$ cat config.mk
export PLATFORM = sky130hd
export DESIGN_NAME = timer_unit_flat
export DESIGN_NICKNAME = d
export VERILOG_FILES = /design/src/rtl/timer_unit_if.sv /design/src/rtl/timer_unit.sv /design/src/flat_wrapper.sv
export SDC_FILE = /design/constraint.sdc
export NUM_CORES = 1
export LEC_CHECK = 0
export CAP_MARGIN = 20
export CORE_ASPECT_RATIO = 1.4
export CORE_MARGIN = 1.5
export CORE_UTILIZATION = 35
export CTS_BUF_LIST = sky130_fd_sc_hd__clkbuf_4
export CTS_CLUSTER_SIZE = 10
export DETAILED_ROUTE_END_ITERATION = 10
export GPL_TIMING_DRIVEN = 1
export PLACE_DENSITY_LB_ADDON = 0.3
export SYNTH_ARGS = -nofsm -noshare
export SYNTH_HDL_FRONTEND = slang
export SYNTH_SLANG_ARGS = --single-unit
$ cat constraint.sdc
create_clock -name clk -period 2 [get_ports clk]
set_input_delay 0.4 -clock clk [delete_from_list [all_inputs] [get_ports clk]]
set_output_delay 0.4 -clock clk [all_outputs]
set_load 0.02 [all_outputs]
$ cat src/rtl/timer_unit_if.sv
// CPU-side bus bundle for the timer unit: address/data/strobes toward the
// timer, read data, address-hit flag and the interrupt handshake back.
interface timer_unit_if;
   logic [15:0] address;
   logic [7:0]  data_in;
   logic        RE;
   logic        WE;
   logic [7:0]  data_out;
   logic        hit;
   logic        irq_timer;
   logic        irq_ack;

   modport master (
      output address, data_in, RE, WE, irq_ack,
      input  data_out, hit, irq_timer
   );

   modport slave (
      input  address, data_in, RE, WE, irq_ack,
      output data_out, hit, irq_timer
   );
endinterface

$ cat src/rtl/timer_unit.sv
// Timer unit: free-running 16-bit divider (DIV), timer counter (TIMA) that
// counts falling edges of a selectable divider tap, modulo reload (TMA),
// control (TAC), and a sticky overflow interrupt. TIMA overflow goes through
// a one-cycle RELOAD state during which the CPU may cancel or redirect the
// reload.
module timer_unit #(
   parameter logic [15:0] BASE_ADDR = 16'hFF04
) (
   input logic         clk,
   input logic         rst,
   timer_unit_if.slave bus
);

   typedef enum logic [0:0] {
      ST_RUN    = 1'b0,
      ST_RELOAD = 1'b1
   } state_t;

   localparam logic [1:0] OFS_DIV  = 2'd0;
   localparam logic [1:0] OFS_TIMA = 2'd1;
   localparam logic [1:0] OFS_TMA  = 2'd2;
   localparam logic [1:0] OFS_TAC  = 2'd3;

   logic [15:0] r_div_cnt;
   logic [7:0]  r_tima;
   logic [7:0]  r_tma;
   logic [2:0]  r_tac;
   logic        r_tick_d;
   logic        r_irq;
   state_t      r_state;

   state_t      w_state_nxt;
   logic [7:0]  w_tima_nxt;
   logic        w_irq_set;
   logic [15:0] w_offset;
   logic        w_hit;
   logic [1:0]  w_sel;
   logic        w_wr;
   logic        w_wr_div;
   logic        w_wr_tima;
   logic        w_wr_tma;
   logic        w_wr_tac;
   logic        w_tap;
   logic        w_tick;
   logic        w_fall;
   logic [7:0]  w_rd_data;

   // Address decode: subtracting the base keeps the range test to one compare.
   assign w_offset  = bus.address - BASE_ADDR;
   assign w_hit     = (w_offset < 16'd4);
   assign w_sel     = w_offset[1:0];
   assign w_wr      = bus.WE & w_hit;
   assign w_wr_div  = w_wr & (w_sel == OFS_DIV);
   assign w_wr_tima = w_wr & (w_sel == OFS_TIMA);
   assign w_wr_tma  = w_wr & (w_sel == OFS_TMA);
   assign w_wr_tac  = w_wr & (w_sel == OFS_TAC);

   // Divider tap selected by TAC[1:0].
   always_comb begin
      w_tap = 1'b0;
      case (r_tac[1:0])
         2'b00:   w_tap = r_div_cnt[9];
         2'b01:   w_tap = r_div_cnt[3];
         2'b10:   w_tap = r_div_cnt[5];
         2'b11:   w_tap = r_div_cnt[7];
         default: w_tap = 1'b0;
      endcase
   end

   // A fall of the gated tap is an increment request, whatever caused it
   // (divider roll, DIV reset, tap change or timer disable).
   assign w_tick = r_tac[2] & w_tap;
   assign w_fall = r_tick_d & ~w_tick;

   // Reload state register.
   always_ff @(posedge clk or posedge rst) begin
      if (rst) begin
         r_state <= ST_RUN;
      end else begin
         r_state <= w_state_nxt;
      end
   end

   // Next state, next TIMA value and interrupt-set request.
   always_comb begin
      w_state_nxt = r_state;
      w_tima_nxt  = r_tima;
      w_irq_set   = 1'b0;
      case (r_state)
         ST_RUN: begin
            if (w_wr_tima) begin
               // CPU write wins over a coincident increment
               w_tima_nxt = bus.data_in;
            end else if (w_fall) begin
               if (r_tima == 8'hFF) begin
                  w_tima_nxt  = 8'h00;
                  w_state_nxt = ST_RELOAD;
               end else begin
                  w_tima_nxt = r_tima + 8'd1;
               end
            end else begin
               w_tima_nxt = r_tima;
            end
         end
         ST_RELOAD: begin
            w_state_nxt = ST_RUN;
            if (w_wr_tima) begin
               // reload cancelled, no interrupt
               w_tima_nxt = bus.data_in;
            end else if (w_wr_tma) begin
               // the freshly written modulo is the one loaded
               w_tima_nxt = bus.data_in;
               w_irq_set  = 1'b1;
            end else begin
               w_tima_nxt = r_tma;
               w_irq_set  = 1'b1;
            end
         end
         default: begin
            w_state_nxt = ST_RUN;
            w_tima_nxt  = r_tima;
            w_irq_set   = 1'b0;
         end
      endcase
   end

   // Timer datapath registers and sticky interrupt (set beats ack).
   always_ff @(posedge clk or posedge rst) begin
      if (rst) begin
         r_div_cnt <= 16'h0000;
         r_tima    <= 8'h00;
         r_tma     <= 8'h00;
         r_tac     <= 3'b000;
         r_tick_d  <= 1'b0;
         r_irq     <= 1'b0;
      end else begin
         if (w_wr_div) begin
            r_div_cnt <= 16'h0000;
         end else begin
            r_div_cnt <= r_div_cnt + 16'd1;
         end
         if (w_wr_tma) begin
            r_tma <= bus.data_in;
         end
         if (w_wr_tac) begin
            r_tac <= bus.data_in[2:0];
         end
         r_tick_d <= w_tick;
         r_tima   <= w_tima_nxt;
         if (w_irq_set) begin
            r_irq <= 1'b1;
         end else if (bus.irq_ack) begin
            r_irq <= 1'b0;
         end
      end
   end

   // Combinational read mux; idle bus reads as zero.
   always_comb begin
      w_rd_data = 8'h00;
      if (bus.RE && w_hit) begin
         case (w_sel)
            OFS_DIV:  w_rd_data = r_div_cnt[15:8];
            OFS_TIMA: w_rd_data = r_tima;
            OFS_TMA:  w_rd_data = r_tma;
            OFS_TAC:  w_rd_data = {5'b11111, r_tac};
            default:  w_rd_data = 8'h00;
         endcase
      end else begin
         w_rd_data = 8'h00;
      end
   end

   assign bus.data_out  = w_rd_data;
   assign bus.hit       = w_hit;
   assign bus.irq_timer = r_irq;

endmodule
$ cat src/flat_wrapper.sv
// flat-port wrapper written by rule: the top's interface ports become plain ports
module timer_unit_flat 
#(
   parameter logic [15:0] BASE_ADDR = 16'hFF04
)
  (clk, rst, bus_address, bus_data_in, bus_RE, bus_WE, bus_irq_ack, bus_data_out, bus_hit, bus_irq_timer);
  timer_unit_if bus_i ();
  input logic clk;
  input logic rst;
  input wire logic [$bits(bus_i.address)-1:0] bus_address;
  input wire logic [$bits(bus_i.data_in)-1:0] bus_data_in;
  input wire logic [$bits(bus_i.RE)-1:0] bus_RE;
  input wire logic [$bits(bus_i.WE)-1:0] bus_WE;
  input wire logic [$bits(bus_i.irq_ack)-1:0] bus_irq_ack;
  output wire logic [$bits(bus_i.data_out)-1:0] bus_data_out;
  output wire logic [$bits(bus_i.hit)-1:0] bus_hit;
  output wire logic [$bits(bus_i.irq_timer)-1:0] bus_irq_timer;
  assign bus_i.address = bus_address;
  assign bus_i.data_in = bus_data_in;
  assign bus_i.RE = bus_RE;
  assign bus_i.WE = bus_WE;
  assign bus_i.irq_ack = bus_irq_ack;
  assign bus_data_out = bus_i.data_out;
  assign bus_hit = bus_i.hit;
  assign bus_irq_timer = bus_i.irq_timer;
  timer_unit #(.BASE_ADDR(BASE_ADDR)) u_core (.clk(clk), .rst(rst), .bus(bus_i));
endmodule
; ---- Word-level counts from Yosys, hierarchy flattened
; Cells that the tools add are included.
[totals]
output_inout_bits = 10
in_bits = 29
word_cells = 50
regBits = 38
[classes]
n_lt_le_gt_ge = 1
eq_ne = 8
n_bitwise = 9
n_reduce_logical = 4
n_addsub = 3
mux = 18
[op_table]
columns = op, count
row1 = two-way mux 8 bit, 6
row2 = one-hot mux 8 bit (4 select lines), 1
row3 = "adder 16 x 1 -> 16 bit, second input constant", 1
row4 = "< comparator 16 x 3 -> 1 bit, second input constant", 1
row5 = two-way mux 16 bit, 1
row6 = one-hot mux 8 bit (2 select lines), 1
row7 = "subtractor 16 bit, second input constant", 1
row8 = "adder 8 x 1 -> 8 bit, second input constant", 1
row9 = "equality test 2 bit, second input constant", 4
row10 = "equality test 8 bit, second input constant", 1
row11 = bitwise AND 1 bit, 7
row12 = two-way mux 1 bit, 7
row13 = "equality test 2 x 1 -> 1 bit, second input constant", 2
row14 = logical NOT 2 bit, 2
row15 = one-hot mux 1 bit (4 select lines), 1
row16 = "!= test 3 x 1 -> 1 bit, second input constant", 1
row17 = NOT 1 bit, 2
row18 = one-hot mux 1 bit (2 select lines), 1
row19 = nonzero test 2 bit, 1
row20 = logical AND 1 bit, 1

; ---- Logic depth before layout (Yosys ltp)
; Gate-level depths: netlist of the first run.
[logic_depth]
depth_word = 8
ltp_mapped = 6

; ---- Worst setup path after synthesis of the first run
; OpenSTA, ideal clock, no wires.
[synth_path]
path_kind = input port to output port
start = input port bus_address[15]
end = output port bus_data_out[3]
path_stages = 6
arrival_time_ns = 1.933
path_slack_ns = -0.333
required_ns = 1.600
cell_sequence = or4_4 > nor4_4 > o21ai_2 > inv_2 > nand2_1 > nor2_1
[synth_between]
elab_chain_len = 4
[synth_lines]
columns = item, line
row1 = "start, declared", flat_wrapper.sv:10  ; input wire logic [$bits(bus_i.address)-1:0] bus_address;
row2 = subtractor 16 bit, timer_unit.sv:49  ; assign w_offset = bus.address - BASE_ADDR;
row3 = < comparator 16 x 3 -> 1 bit, timer_unit.sv:50  ; assign w_hit = (w_offset < 16'd4);
row4 = via bus_hit, flat_wrapper.sv:16  ; output wire logic [$bits(bus_i.hit)-1:0] bus_hit;
row5 = logical AND 1 bit, timer_unit.sv:161  ; if (bus.RE && w_hit) begin
row6 = two-way mux 8 bit, timer_unit.sv:161
row7 = "end, declared", flat_wrapper.sv:15  ; output wire logic [$bits(bus_i.data_out)-1:0] bus_data_out;
; The timed path passes the listed nets, and every way through them passes these cells.

; ---- Final worst setup path of the first run
[layout_path]
start = input port bus_address[6]
end = output port bus_data_out[3]
[layout_between]
elab_chain_len = 4
[layout_lines]
columns = item, line
row1 = subtractor 16 bit, timer_unit.sv:49
row2 = < comparator 16 x 3 -> 1 bit, timer_unit.sv:50
row3 = logical AND 1 bit, timer_unit.sv:161
row4 = two-way mux 8 bit, timer_unit.sv:161
; No other way between the ends.

==> run summary, run 1 <==
The kind of critical path is primary input to primary output. In this run, the number of DRC markers left after iteration 0 of detailed routing was approximately 130. The worst relative slew slack is between 60% and 70%. After synthesis the cells add up to 2240 um2. The largest total area in the synthesized netlist belongs to dfrtp_1. After detailed routing, the number of vias per cell comes to ~5.4. The clock reaches the later pin of the worst-skew pair after between 300 and 400 ps. The transition time at the pin with the least slew margin is 498 ps. Of the cells placed in the final design, the portion with a size suffix greater than 1 is between 30% and 40%.

The post-layout worst setup margin came out at -198 ps. The synthesized design contains 38 register bits. The diode insertion count for antenna repair came out at 0.

The endpoint identified for the worst register-to-register timing path is u_core.r_tima[4]. The net count of the finished layout is 334. From left edge to right edge, the die measures approximately 71 um. The overall power of the completed layout came out at about 1.5 mW.

The initial core utilization came out at between 30% and 40%. The total number of yosys warnings came out at 0. 39 I/O pins were placed. The count of max-cap constraint violations came out at 0. The remaining antenna violation count came out at 0. The TritonCTS clock tree is done. The placed instances occupy a cell area of between 3000 and 4000 um2. The total of endpoints with negative setup slack in the final report came out at 9. The worst setup path is captured at a primary output. The average wire per cell in the routed design came out at between 15 and 20 um. The final instance count without filler cells is between 300 and 400. The leakage power is around 1.4 nW. The cell count after placement came out at 360.

The initial antenna violation count is 0. The final sum of negative setup slack came out at -1510 ps. In this run the core area contains 34 standard-cell rows.

For this block, the routed nets add up to 5960 um of wire. The detailed placement HPWL came out at about 4400 um. The first global-routing pass estimated between 9000 and 10000 um of wire. The post-route core utilization came out at 52.3%. The remaining design rule violation count came out at 0. The number of buffers on the longest clock path is 2.

The number of H-tree branching levels is 2. The final cell area excluding filler cells came out at between 3000 and 4000 um2. The minimum clock period after layout is between 2000 and 2500 ps. The aggregate global routing overflow came out at 0. The length of the first detailed-routing pass in iterations came out at 4. The clock tree skew after final layout came out at 8.43 ps. The largest voltage drop on the vdd net came out at 0.000448 V.

For this block, the via count after detailed routing is around 2000. The power density of the placed cells is approximately 460 nW/um2. The number of port buffers came out at 38. The final hold slack is approximately 450 ps. The peak fanout along the critical path is 6. Sorting the synthesized cells by area gives the leading types as dfrtp_1 (42%), mux2_2 (7.5%), nor2_1 (5.2%), xnor2_1 (3.9%), mux4_2 (3.0%).

The mean cell area of the mapped netlist is approximately 10 um2. The startpoint identified for the worst register-to-register timing path is u_core.r_tac[0]. In this run the standard cell core region covers about 6200 um2.

At the placement stage, the worst setup path has a slack of -1050 ps. The via count of the first global-routing pass is approximately 2100. The fmax is 0.455 GHz. The number of enable-type register cells in the synthesized netlist came out at 0.

Setup repair after global routing could not meet its margin everywhere. Leaving out fill and tap cells, the most frequent cell in the layout is buf_4. Global routing consumed, over all layers together, between 15 and 20% of the routing resources. The required time of the critical path came out at between 1500 and 2000 ps. The final reports fail on setup timing. The fill cell total of the finished layout came out at 568. The routability congestion estimate came out at between 0.8 and 0.9. The net count after synthesis is around 250. The number of cells on the worst reg-to-reg path is 7. The number of max-slew violations in the final report is 0. STA classifies the critical path startpoint as a primary input. Summed over its instances, the top area cell type makes up a little over two fifths of the synthesized netlist area.

Data arrives at the worst endpoint at ~1800 ps. The number of sinks on the clock net came out at 38. The post-synthesis instance total is 221.

The area added between synthesis and finish is 45.1%. The number of buffers created by CTS came out at 5. Leaving out fill and tap cells, the most frequent cells in the layout are buf_4 (39), dfrtp_1 (38), nor2_1 (24). The worst path uses 110% of the clock period. The register-to-register path setup slack is between 100 and 150 ps. The die covers approximately 6900 um2. The sequential fraction of the synthesis area came out at 42.4%.

Clock tree synthesis selected as its root buffer the cell clkbuf_4. The y dimension of the die came out at just under 100 um. The flip-flop cell with the highest count after synthesis is dfrtp_1. The flow ran to the end, but the final reports show violations.

The pin count of the biggest net entering global routing is 39. The hold violation total from the final report came out at 0. Clock-pin slew was measured on the worst setup and hold paths at 120 ps. The fraction of synthesis flops using an asynchronous set or reset pin is between 90% and 100%. The worst hold path belongs to the class primary input to async pin.

The number of distinct standard cells referenced by the synthesized netlist came out at 51.
## cell type report
| type | count | area, um2 | share of cell area, % |
|---|---|---|---|
| inverter | 8 | 32.5 | 1.00 |
| multi-input combinational | 169 | 1400 | 43.0 |
| timing repair buffer | 81 | 719 | 22.1 |
| clock inverter | 2 | 13.8 | 0.423 |
| clock buffer | 6 | 45.0 | 1.39 |
| sequential | 38 | 951 | 29.3 |
| tap | 72 | 90.1 | 2.77 |
## worst max-delay path, stage by stage
cell	delay [ps]
clkdlybuf4s15_1	170
or4_4	520
nor2_4	160
o21ai_4	80
inv_4	110
nand2_8	100
nor2_4	130
buf_6	120
## synth_stat cells (2+ instances only)
library cell,instances
and2_1,4
xnor2_1,10
nand3_1,10
a2111oi_0,2
o211ai_1,3
or4_1,2
clkbuf_1,4
a21oi_1,3
nor2b_1,2
nand2b_1,2
nand4_1,6
or2_2,2
a221o_1,6
o21ai_0,3
mux2i_1,3
ha_1,2
or3_1,2
dfrtp_1,38
nor2_1,31
mux4_2,3
inv_1,7
o22ai_1,7
nand2_1,14
and4_1,3
mux2_2,15
xor2_1,6
nor3_1,4
and3_1,4
## report_power, final
group	internal (mW)	leakage (nW)	switching (mW)	total, mW
Combinational	0.118	0.903	0.102	0.220
Clock	0.152	0.0356	0.270	0.421
Sequential	0.800	0.492	0.0383	0.839
## timing repair
action	in CTS	in global routing
gates cloned	0	1
hold buffers	0	0
endpoints found under the setup margin	46	24
resized for setup	87	20
setup buffers	5	6
pin swaps	14	12
## state kept, by name, summed over array words and instances, names as in the netlist
register,cells
u_core.r_div_cnt,16
u_core.r_tima,8
u_core.r_tma,8
u_core.r_tac,3
u_core.bus.irq_timer,1
u_core.r_state,1
u_core.r_tick_d,1
## worst max-delay path by stage
| stage | startpoint | endpoint | depth (start not counted) |
|---|---|---|---|
| 6_report | bus_address[6] | bus_data_out[3] | 8 |
| 5_1_grt | bus_address[14] | bus_data_out[4] | 8 |
| 4_1_cts | bus_address[14] | bus_data_out[3] | 8 |
| 3_5_place_dp | bus_address[15] | bus_data_out[5] | 8 |
| 3_3_place_gp | bus_address[15] | bus_data_out[5] | 8 |
| 2_1_floorplan | bus_address[15] | bus_data_out[3] | 6 |
## metal layers
| metal | wire length (um) | global-route usage (%) |
|---|---|---|
| met5 | 0 | 0 |
| met4 | 101 | 6.68 |
| met3 | 203 | 4.05 |
| met2 | 3320 | 32.1 |
| met1 | 2340 | 20.6 |
## logic make-up (layout without fill, tap and decap cells)
family                     after synthesis  count (layout)  share of synthesized area, %
AOI/OAI and AO/OA                       37              37                          13.0
xor gates and xnor gates                16              16                          6.25
adders and majority gates                2               2                          1.12
buffers and inverters                   14              97                          2.57
DFF                                     38              38                          42.4
muxes                                   21              21                          11.9
and+or+nand+nor                         93              93                          22.8
Power figures use the tool's default switching activity.
==> run 2: changes to the inputs <==
CORE_MARGIN = 5   (was 1.5)
SETUP_SLACK_MARGIN = 0.05   (was unset)
==> run 2 against run 1 <==
Effect of this change: critical endpoint is now bus_data_out[4]; via count grew 1.1%; critical path depth is the same; the run still ends with setup timing left; global-route usage shrank 2.7 points; highest routed layer unchanged; utilization is 1.5 points higher; sequential share of layout area decreased by 0.80 points; sequential power is essentially flat; first-iteration DRC count decreased by 33%.
==> run summary, run 2 (same netlist as run 1, synthesis figures left out) <==
The number of port buffers is 38 (unchanged). The met2 wire length came to 3680 um (was 3320 um). The required time of the critical path is 1600 ps (about the same). The power density of the placed cells is 483 nW/um2 (was 455 nW/um2). The diode insertion count for antenna repair is 0 (unchanged). The sort of element at the end of the critical path is a primary output (unchanged). The remaining design rule violation count is 0 (unchanged). The met3 wire length came out at 144 um (was 203 um). The average wire per cell in the routed design is 16.5 um (was 15.9 um). The TritonCTS clock tree was done (unchanged). Highest-count cells in the layout ignoring fill and taps: buf_4 (42), dfrtp_1 (38), nor2_1 (24) (was buf_4 (39), dfrtp_1 (38), nor2_1 (24)). The number of design-rule violations left by the first detailed-router iteration was 84 (was 126). The average via count per standard cell came out at 5.40 (was 5.43).

The y dimension of the die was 105 um (was 97.7 um). The total of endpoints with negative setup slack in the final report came out at 9 (unchanged). The highest metal layer with signal wires is met4 (unchanged). The number of buffers created by CTS is 5 (unchanged).

The overall power of the completed layout came out at 1.61 mW (was 1.48 mW). The worst path buffer plus inverter count is 3 (unchanged). The worst relative slew slack came out at 66.9% (was 66.8%).

The met1 wire length came out at 2400 um (was 2340 um). The pre-CTS worst setup slack is -1070 ps (was -1050 ps). The number of H-tree branching levels came out at 2 (unchanged).

The length of the first detailed-routing pass in iterations is 4 (unchanged). RSZ-0062 raised after global routing: yes (unchanged). Status: finished with violations (unchanged). The total of hold buffers inserted after clock tree synthesis is 0 (unchanged).

The via count of the first global-routing pass was 2116 (was 2057). The cell class contributing the biggest share of worst-path delay is simple AND/OR/NAND/NOR gates (unchanged). The post-route core utilization is 53.8% (was 52.3%). The clock latency on the worst-skew pair is 360 ps (was 350 ps). The detailed placement HPWL is 4660 um (was 4400 um). The number of sinks on the clock net is 38 (unchanged).

The kind of critical path is primary input to primary output (unchanged). The critical path's largest stage delay is 530 ps (was 520 ps). The fmax came to 0.461 GHz (was 0.455 GHz). Registers with the most flip-flops: u_core.r_div_cnt (16), u_core.r_tima (8), u_core.r_tma (8) (unchanged). CP Cell Sequence: buf_6, or4_4, nor4_4, o21ai_2, inv_4, nand2_8, nor2_4, buf_6 (was clkdlybuf4s15_1, or4_4, nor2_4, o21ai_4, inv_4, nand2_8, nor2_4, buf_6). Violated checks: setup timing (unchanged). The leakage power came out at 1.47 nW (was 1.43 nW). The die outline area is 8130 um2 (was 6900 um2). The register with the highest flop count is u_core.r_div_cnt (unchanged). The peak fanout along the critical path is 6 (unchanged). The routability congestion estimate came out at 0.800 (was 0.865). The initial core utilization came to 36.1% (unchanged). The number of buffers on the longest clock path is 2 (unchanged). The initial antenna violation count is 0 (unchanged). The cell with the largest stage delay on the worst path is or4_4 (unchanged).

The number of nets in the layout is 340 (was 334). The total via count in the routed design came out at 2064 (was 2042). The global-route wire length before repair was 10100 um (was 9780 um).

The number of max-slew violations in the final report came out at 0 (unchanged). The transition time at the pin with the least slew margin was 497 ps (was 498 ps). The aggregate routed wire length was 6310 um (was 5960 um). The core box area came out at 6210 um2 (unchanged). The final worst-path cycle share came out at 108% (was 110%). The remaining antenna violation count came out at 0 (unchanged). The layout cell share with drive strength beyond 1 came out at 40.0% (was 37.8%). The startpoint type of the worst setup path is a primary input (unchanged). The number of top-level design ports is 39 (unchanged). The flip-flop count of the largest register after layout is 16 (unchanged). The largest voltage drop on the vdd net came to 0.000444 V (was 0.000448 V). The pin count of the biggest net entering global routing came out at 39 (unchanged).

The clock tree skew after final layout is 19.2 ps (was 8.43 ps). The width of the chip came out at 77.6 um (was 70.6 um). The count of max-cap constraint violations came out at 0 (unchanged). The buffer cell driving the clock tree root is clkbuf_4 (unchanged). The fill cell total of the finished layout is 577 (was 568).

The register clock-pin slew on the reported worst setup and hold paths came out at 140 ps (was 120 ps). The final sum of negative setup slack is -1280 ps (was -1510 ps). The all-layer global routing usage is 15.3% (was 18.0%). The most frequent standard cell in the layout excluding fill and tap cells is buf_4 (unchanged).

The post-layout worst setup margin was -170 ps (was -198 ps). The aggregate global routing overflow was 0 (unchanged). The area added between synthesis and finish came out at 49.1% (was 45.1%). The number of placement rows came out at 34 (unchanged). The cell type with the highest occurrence count on the critical path is buf_6 (was nor2_4). The hold violation total from the final report came out at 0 (unchanged). The endpoint arrival time on the critical path is 1770 ps (was 1800 ps).

The worst hold-check path type is primary input to async pin (unchanged). The minimum clock period after layout is 2170 ps (was 2200 ps).
-- run 2: worst paths after layout --
path	from	to	slack, ps	depth (start not counted)
setup / recovery	bus_address[14]	bus_data_out[4]	-170	8
hold / removal	rst	u_core.r_div_cnt[3]	430	3
setup reg to reg	u_core.r_tima[1]	u_core.r_tima[3]	120	7
hold reg to reg	u_core.r_div_cnt[0]	u_core.r_div_cnt[0]	470	1
max in group asynchronous	rst	u_core.r_tma[6]	1200	3
min in group clk	u_core.r_div_cnt[0]	u_core.r_div_cnt[0]	470	1
-- run 2: per-stage QoR --
stage               std cells  cell area [um2]  hold WS, ps
floorplan                 221             2310          424
global placement          366             3070          448
detailed placement        366             3070          457
CTS                       376             3250          441
global route              382             3340          469
finish                    382             3340          428
-- run 2: what timing repair did --
| item | CTS | global route |
|---|---|---|
| gates cloned | 0 | 2 |
| setup buffers | 3 | 4 |
| resized for setup | 92 | 20 |
| pin swaps | 13 | 6 |
| endpoints found under the setup margin | 44 | 40 |
-- run 2: area by class of cell --
class	count	area (um2)	area share [%]
clock buffer	5	37.5	1.12
clock inverter	3	45.0	1.35
inverter	8	32.5	0.973
multi-input combinational	169	1420	42.4
sequential	38	951	28.5
tap	72	90.1	2.70
timing repair buffer	87	769	23.0
-- run 2: routing by layer --
layer | global-route usage [%] | vias to the layer above
met5 | 0 | -
met4 | 4.18 | 0
met3 | 2.75 | 9
met2 | 29.0 | 28
met1 | 17.0 | 1020
li1 | - | 1007
-- run 2: report_power, final --
group | switching, mW | leakage, nW | total (mW) | internal, mW
Sequential | 0.0379 | 0.492 | 0.838 | 0.800
Clock | 0.291 | 0.0374 | 0.554 | 0.262
Combinational | 0.104 | 0.946 | 0.222 | 0.118
-- run 2: worst min-delay path, stage by stage --
cell and delay, ps:
clkdlybuf4s50_1 390, inv_1 50, buf_4 410
